### config.mk
export PLATFORM = sky130hd
export DESIGN_NAME = imem_readback_flat
export DESIGN_NICKNAME = d
export VERILOG_FILES = /design/src/rtl/imem_readback_if.sv /design/src/rtl/imem_readback.sv /design/src/flat_wrapper.sv
export SDC_FILE = /design/constraint.sdc
export NUM_CORES = 1
export LEC_CHECK = 0
export CORE_MARGIN = 4
export CORE_UTILIZATION = 47
export DETAILED_ROUTE_END_ITERATION = 16
export GPL_ROUTABILITY_DRIVEN = 0
export GPL_TIMING_DRIVEN = 0
export PLACE_DENSITY = 0.73
export SLEW_MARGIN = 20
export SYNTH_ARGS = -nofsm -noshare
export SYNTH_HDL_FRONTEND = slang
export SYNTH_SLANG_ARGS = --single-unit
### constraint.sdc
create_clock -name clk -period 2.7 [get_ports clk]
set_input_delay 0.54 -clock clk [delete_from_list [all_inputs] [get_ports clk]]
set_output_delay 0.54 -clock clk [all_outputs]
set_load 0.02 [all_outputs]
### src/rtl/imem_readback_if.sv
// Bus bundle for the instruction-memory readback engine:
// memory read port plus the byte stream toward the port-b pads.
interface imem_readback_if #(
    parameter int ADR_W  = 10,
    parameter int DATA_W = 40
);
    logic              imem_rd_en;
    logic [ADR_W-1:0]  imem_rd_adr;
    logic [DATA_W-1:0] imem_rd_data;
    logic [7:0]        out_byte;
    logic              out_valid;
    logic              out_ready;

    modport master (
        output imem_rd_en, imem_rd_adr, out_byte, out_valid,
        input  imem_rd_data, out_ready
    );

    modport slave (
        input  imem_rd_en, imem_rd_adr, out_byte, out_valid,
        output imem_rd_data, out_ready
    );
endinterface

### src/rtl/imem_readback.sv
// Reads a run of instruction words and streams each as an
// MSB-first {address, data} byte frame, replayable by the loader.
module imem_readback #(
    parameter int ADR_W  = 10,
    parameter int DATA_W = 40
) (
    input  logic             clk,
    input  logic             reset,
    input  logic             start,
    input  logic             abort,
    input  logic [ADR_W-1:0] rd_adr,
    input  logic [ADR_W-1:0] rd_len,
    imem_readback_if.master  bus,
    output logic             busy,
    output logic             done
);
    localparam int NBYTES = (ADR_W + DATA_W + 7) / 8;
    localparam int FW     = NBYTES * 8;
    localparam int IDX_W  = $clog2(NBYTES + 1);
    localparam logic [IDX_W-1:0] LAST = IDX_W'(NBYTES - 1);

    typedef enum logic [1:0] {IDLE, READ, LOAD, SEND} state_t;

    state_t            state_q, state_d;
    logic [ADR_W-1:0]  adr_q, adr_d;
    logic [ADR_W-1:0]  wcnt_q, wcnt_d;
    logic [FW-1:0]     frame_q, frame_d;
    logic [IDX_W-1:0]  idx_q, idx_d;
    logic              done_q, done_d;

    always_ff @(posedge clk or posedge reset) begin
        if (reset) begin
            state_q <= IDLE;
            adr_q   <= '0;
            wcnt_q  <= '0;
            frame_q <= '0;
            idx_q   <= '0;
            done_q  <= 1'b0;
        end else begin
            state_q <= state_d;
            adr_q   <= adr_d;
            wcnt_q  <= wcnt_d;
            frame_q <= frame_d;
            idx_q   <= idx_d;
            done_q  <= done_d;
        end
    end

    always_comb begin
        state_d = state_q;
        adr_d   = adr_q;
        wcnt_d  = wcnt_q;
        frame_d = frame_q;
        idx_d   = idx_q;
        done_d  = 1'b0;
        // Abort wins over a byte transfer in the same cycle.
        if (abort && state_q != IDLE) begin
            state_d = IDLE;
        end else begin
            unique case (state_q)
                IDLE: begin
                    if (start) begin
                        adr_d   = rd_adr;
                        wcnt_d  = rd_len;
                        state_d = READ;
                    end
                end
                READ: state_d = LOAD;
                LOAD: begin
                    frame_d = FW'({adr_q, bus.imem_rd_data});
                    idx_d   = '0;
                    state_d = SEND;
                end
                SEND: begin
                    if (bus.out_ready) begin
                        // Frame shifts left so the top byte is always next out.
                        frame_d = frame_q << 8;
                        if (idx_q == LAST) begin
                            if (wcnt_q == '0) begin
                                done_d  = 1'b1;
                                state_d = IDLE;
                            end else begin
                                wcnt_d  = wcnt_q - 1'b1;
                                adr_d   = adr_q + 1'b1;
                                state_d = READ;
                            end
                        end else begin
                            idx_d = idx_q + 1'b1;
                        end
                    end
                end
                default: state_d = IDLE;
            endcase
        end
    end

    assign busy            = (state_q != IDLE);
    assign done            = done_q;
    assign bus.imem_rd_en  = (state_q == READ);
    assign bus.imem_rd_adr = adr_q;
    assign bus.out_valid   = (state_q == SEND);
    assign bus.out_byte    = (state_q == SEND) ? frame_q[FW-1 -: 8] : 8'h00;
endmodule

### src/flat_wrapper.sv
// flat-port wrapper written by rule: the top's interface ports become plain ports
module imem_readback_flat 
#(
    parameter int ADR_W  = 10,
    parameter int DATA_W = 40
)
  (clk, reset, start, abort, rd_adr, rd_len, busy, done, bus_imem_rd_en, bus_imem_rd_adr, bus_out_byte, bus_out_valid, bus_imem_rd_data, bus_out_ready);
  imem_readback_if #(.ADR_W(ADR_W), .DATA_W(DATA_W)) bus_i ();
  input  logic clk;
  input  logic reset;
  input  logic start;
  input  logic abort;
  input  logic [ADR_W-1:0] rd_adr;
  input  logic [ADR_W-1:0] rd_len;
  output logic busy;
  output logic done;
  output wire logic [$bits(bus_i.imem_rd_en)-1:0] bus_imem_rd_en;
  output wire logic [$bits(bus_i.imem_rd_adr)-1:0] bus_imem_rd_adr;
  output wire logic [$bits(bus_i.out_byte)-1:0] bus_out_byte;
  output wire logic [$bits(bus_i.out_valid)-1:0] bus_out_valid;
  input wire logic [$bits(bus_i.imem_rd_data)-1:0] bus_imem_rd_data;
  input wire logic [$bits(bus_i.out_ready)-1:0] bus_out_ready;
  assign bus_imem_rd_en = bus_i.imem_rd_en;
  assign bus_imem_rd_adr = bus_i.imem_rd_adr;
  assign bus_out_byte = bus_i.out_byte;
  assign bus_out_valid = bus_i.out_valid;
  assign bus_i.imem_rd_data = bus_imem_rd_data;
  assign bus_i.out_ready = bus_out_ready;
  imem_readback #(.ADR_W(ADR_W), .DATA_W(DATA_W)) u_core (.clk(clk), .reset(reset), .start(start), .abort(abort), .rd_adr(rd_adr), .rd_len(rd_len), .bus(bus_i), .busy(busy), .done(done));
endmodule
# After elaboration in Yosys (flattened, before gate mapping)
# Index checks and enable logic that the tools add are counted.
# totals
ff_bits,82
in_bits,65
out_inout_bits,22
wordCells,59
# op_classes
addsub,3
n_eq_ne,12
mux,27
bitwise,1
reduce_logical,10
# op_table
operator,n
one-hot mux 56 bit (2 select lines),1
2-to-1 mux 10 bit,8
2-to-1 mux 56 bit,1
one-hot mux 10 bit (2 select lines),2
adder 10 x 1 -> 10 bit (second input constant),1
zero test 10 bit,1
subtractor 10 x 1 -> 10 bit (second input constant),1
2-to-1 mux 2 bit,4
2-to-1 mux 8 bit,1
one-hot mux 2 bit (4 select lines),1
2-to-1 mux 1 bit,6
2-to-1 mux 3 bit,2
inequality test 2 bit (second input constant),3
inequality test 3 x 1 -> 1 bit (second input constant),2
one-hot mux 3 bit (2 select lines),1
AND reduction 3 bit,2
AND reduction 6 bit,1
nonzero test 2 bit,3
equality test 2 bit (second input constant),2
inequality test 2 x 1 -> 1 bit (second input constant),2
AND reduction 4 bit,1
adder 3 x 1 -> 3 bit (second input constant),1
equality test 3 bit (second input constant),1
inequality test 3 x 2 -> 1 bit (second input constant),1
other kinds (4),4

# Depth between registers and ports, before layout
# logic_depth
word_depth,6
mapped_depth,10
mapped_depth_nobuf,6

# Least setup slack after synthesis
# OpenSTA, ideal clock, no wires.
# synth_timing
path_kind,register to output
startpoint,register u_core.state_q[1]
endpoint,output port bus_out_byte[7]
arrival_ns,1.714
setup_slack_ns,0.446
path_stages_with_launch,6
path_cell_list,dfrtp_1 ha_1 buf_2 clkbuf_1 clkbuf_1 and2_1
# synth_via
elab_chain_cells,2
# synth_lines
element,line_no,text
"start, declared",imem_readback.sv:24,"state_t state_q, state_d;"
"start signal, assigned",imem_readback.sv:40,state_q <= state_d;
equality test 2 bit,n/a,
net bus_out_valid,flat_wrapper.sv:20,output wire logic [$bits(bus_i.out_valid)-1:0] bus_out_valid;
2-to-1 mux 8 bit,imem_readback.sv:102,assign bus.out_byte = (state_q == SEND) ? frame_q[FW-1 -: 8] : 8'h00;
"end, declared",flat_wrapper.sv:19,output wire logic [$bits(bus_i.out_byte)-1:0] bus_out_byte;
# The timed path passes the listed nets, and every way through them passes these cells.

# Final worst setup path
# layout_timing
startpoint,register u_core.state_q[1]
endpoint,output port bus_out_byte[2]
# layout_via
elab_chain_cells,2
# layout_lines
element,line_no
equality test 2 bit,imem_readback.sv:102
2-to-1 mux 8 bit,imem_readback.sv:102
# No other way between the ends.

==> results.md <==
- The run finished with clean final reports.
- Headroom to the max-slew limit came out at 49.3%.
- The register area share after synthesis is 46.8%.
- The area of the core is 8890 um^2.
- For this run, the post-layout net count is 614.
- The first-pass iteration count of the detailed router is 5.
- Averaged over all synthesized cells, the footprint is 9.89 um^2.
- Clock tree synthesis found a total of 82 sinks.
- Data on the critical path arrives at its endpoint at 1880 ps.
- Clock latency on the worst-skew pair, taken at its later pin, is between 300 and 400 ps.
- The largest area contributor in the synthesized netlist is sky130_fd_sc_hd__dfrtp_1.
- In the synthesized netlist the async set-or-reset flop fraction comes to 100%.
- Pin placement for this block handled 87 I/O pins.
- For this design the static power due to leakage is 0.00244 uW.
- The top-area cell type share of the netlist area is 46.8%.
- The overflow left after global routing is 0.
- The die span in x is approximately 100 um.
- The iteration-0 DRC count of the detailed router is 214.
- The clock transition at the registers of the reported paths is 90 ps.
- In this run, synthesis inferred 0 flip-flops with an integrated enable.
- Across the whole layout, storage elements account for ~2000 um^2.
- The portion of the clock cycle consumed by the worst path in the final layout is 89.8%.
- Summing every instance area after synthesis gives around 4400 um^2.
- The worst hold margin is 462 ps.
- The worst setup path is launched from a flip-flop.
- The design draws 5810 uW.
- The power density over cell area is 1040 nW/um^2.
- The most frequent standard cell in the layout excluding fill and tap cells is sky130_fd_sc_hd__dfrtp_1.
- Yosys printed 0 warnings.
- Global routing consumed, over all layers together, 20.7% of the routing resources.
- The maximum level of the CTS H-tree is 3.
- The number of buffers on the longest clock path is 2.
- The global-route wire length before repair is 18600 um.
- Derived from the worst setup path, the maximum achievable clock frequency is 413 MHz.
- Row generation in the floorplan step produced 34 rows.
- From synthesis to final layout, the design area changed by 27.9%.
- The synthesized design contains 82 register bits.
- At the worst endpoint, the required time is between 2000 and 2500 ps.
- The die area is 10900 um^2.
- STA classifies the critical path endpoint as an output pin.
- The highest ir drop seen on vdd is 589 uV.
- For this run, the leading register cell type out of synthesis is sky130_fd_sc_hd__dfrtp_1.
- Counting distinct cell types in the post-synthesis netlist gives 45.
- The via count of the first global-routing pass is 3813.
- The floorplan step set the die height to 105 um.
- The type of the setup path with the least slack is flip-flop to output pin.
- The highest fanout seen on the critical path is 10.
- Entering global routing, the biggest net connects 56 pins.
- For the pin with the worst max-slew slack, the measured transition is 753 ps.
- TritonCTS built the clock tree.
- After synthesis, the cell types taking the most area are sky130_fd_sc_hd__dfrtp_1 (47%), sky130_fd_sc_hd__mux2i_1 (10%), sky130_fd_sc_hd__nand2_1 (5.4%).
- The final max-slew violation count was 0.
- Counting the buffers created by CTS gives 9.
- The count of nets left with antenna violations once routing finished came out at 0.
- The minimum period implied by the final worst setup slack is 2420 ps.
- The ratio of routed vias to standard cells is 5.82.
- The total wire length after detailed routing is 11300 um.
- The count of filler cells inserted in the layout is 739.
- The clock root buffer is sky130_fd_sc_hd__clkbuf_8.
- The cell count after synthesis is ~440.
- In the layout the commonest cells are sky130_fd_sc_hd__dfrtp_1 (82), sky130_fd_sc_hd__clkdlybuf4s50_1 (78), sky130_fd_sc_hd__nand2_1 (63).
- The final core area utilization is 63.0%.
- The initial antenna violation count is 0.
- The tool flagged a number of max-cap violations equal to 0.
- Setup repair after global routing left no endpoint under its margin.
- Once the floorplan was initialized, standard cells occupied 49.3% of the core.
- Counting every net in the synthesized netlist gives ~520.
- The final setup violation count is 0.
- The repair_antennas step left the layout with diodes totalling 0.
- The routed wirelength normalized by instance count is about 17 um.
- Hold repair after CTS inserted 0 buffers.
- Port buffering added 86 buffers.
- The half-perimeter wire length after placement is slightly above 8000 um.
- Cells with a size suffix above 1 make up 8.07% of the layout.
- The via total after detailed routing is 3800.
- The post-route DRC violation count is 0.
- The final number of hold-violating endpoints is 0.
- The path class of the lowest-slack min-delay path is flip-flop to flip-flop.
- Across the routed clock network, the largest skew measured is approximately 7.9 ps.
- The area occupied by multi-input gates is 2130 um^2.
==> flip-flops by register name, indices dropped and copies added, names as in the netlist <==
register                count
u_core.frame_q             56
u_core.idx_q                3
u_core.wcnt_q              10
u_core.bus.imem_rd_adr     10
u_core.state_q              2
u_core.done                 1
==> cell usage after synthesis (2+ instances only) <==
master and number:
sky130_fd_sc_hd__dfrtp_1 82, sky130_fd_sc_hd__nand2_1 63, sky130_fd_sc_hd__mux2i_1 45, sky130_fd_sc_hd__o21ai_1 35
sky130_fd_sc_hd__o21ai_0 22, sky130_fd_sc_hd__clkbuf_1 18, sky130_fd_sc_hd__a211oi_1 16, sky130_fd_sc_hd__inv_1 12
sky130_fd_sc_hd__nand3_1 12, sky130_fd_sc_hd__nor2_1 12, sky130_fd_sc_hd__a21oi_1 11, sky130_fd_sc_hd__and2_1 10
sky130_fd_sc_hd__ha_1 9, sky130_fd_sc_hd__a22o_1 8, sky130_fd_sc_hd__buf_2 8, sky130_fd_sc_hd__nand4_1 8
sky130_fd_sc_hd__a2bb2oi_1 7, sky130_fd_sc_hd__a2bb2oi_2 7, sky130_fd_sc_hd__o22ai_1 7, sky130_fd_sc_hd__a31oi_1 6
sky130_fd_sc_hd__nor2b_1 6, sky130_fd_sc_hd__and4_1 3, sky130_fd_sc_hd__buf_6 3, sky130_fd_sc_hd__nor3_1 3
sky130_fd_sc_hd__nor4_1 3, sky130_fd_sc_hd__a21o_1 2, sky130_fd_sc_hd__a311oi_1 2, sky130_fd_sc_hd__a41o_1 2
sky130_fd_sc_hd__a41oi_1 2, sky130_fd_sc_hd__and3_1 2, sky130_fd_sc_hd__nand2b_1 2, sky130_fd_sc_hd__o2bb2ai_1 2
==> cells by family after synthesis <==
logic type / Yosys count / synth area share, %
compound gates: 133 / 20.7
simple gates: 129 / 14.6
flops: 82 / 46.8
mux: 47 / 10.9
buf+inv: 43 / 4.43
fa+ha+maj: 9 / 2.57
==> worst max-delay path: stages (launching register included) <==
cell and delay [ps]:
sky130_fd_sc_hd__dfrtp_1 430, sky130_fd_sc_hd__ha_1 230, sky130_fd_sc_hd__buf_4 180, sky130_fd_sc_hd__clkbuf_4 210, sky130_fd_sc_hd__and2_1 170, sky130_fd_sc_hd__dlygate4sd2_1 310
==> path summary, 6_finish.rpt <==
check / slack (ps) / cells after the start / from / endpoint
max reg2reg: 310 / 7 / u_core.state_q[1] / u_core.wcnt_q[7]
min in group asynchronous: 520 / 2 / reset / u_core.frame_q[7]
min: 460 / 2 / u_core.frame_q[51] / u_core.frame_q[51]
max: 280 / 5 / u_core.state_q[1] / bus_out_byte[2]
min reg2reg: 460 / 2 / u_core.frame_q[51] / u_core.frame_q[51]
max in group asynchronous: 1580 / 3 / reset / u_core.frame_q[43]
==> final cells by class <==
| cell class | instances | share of cell area (%) |
|---|---|---|
| clock buffers | 10 | 2.28 |
| repair buffers | 87 | 16.0 |
| plain buffers | 29 | 2.81 |
| multi-input cells | 318 | 38.1 |
| flip-flops and latches | 82 | 36.6 |
| inverters | 13 | 0.915 |
| clock inverters | 6 | 0.871 |
| well taps | 108 | 2.41 |
==> through the flow <==
step	cells	TNS [ps]	area, um^2	setup slack (ps)
2_1_floorplan	443	0	4380	51.6
3_3_place_gp	637	-107140	5380	-1300
3_5_place_dp	638	-864	5410	-220
4_1_cts	653	0	5590	3.72
5_1_grt	653	0	5600	180
6_report	653	0	5600	276
==> power breakdown <==
group          internal (uW)  total, uW  switching, uW  leakage [uW]
Clock                    343        826            483     0.0000795
Sequential              1790       2270            473       0.00101
Combinational           1220       2720           1500       0.00135
==> routing by layer <==
layer	vias to the layer above	share of wire, %	GRT usage, %
li1	1807	-	-
met1	1814	46	29.2
met2	150	46	32.5
met3	29	5.8	3.21
met4	0	2.4	7.22
met5	-	0	0
==> what timing repair did <==
item | CTS | global route
setup endpoints to repair | 8 | 5
endpoints found under the hold margin | 0 | 0
gates cloned | 0 | 0
setup buffers | 0 | 0
gates resized for setup | 9 | 5
Note: power is estimated with default switching activity, not from simulation.
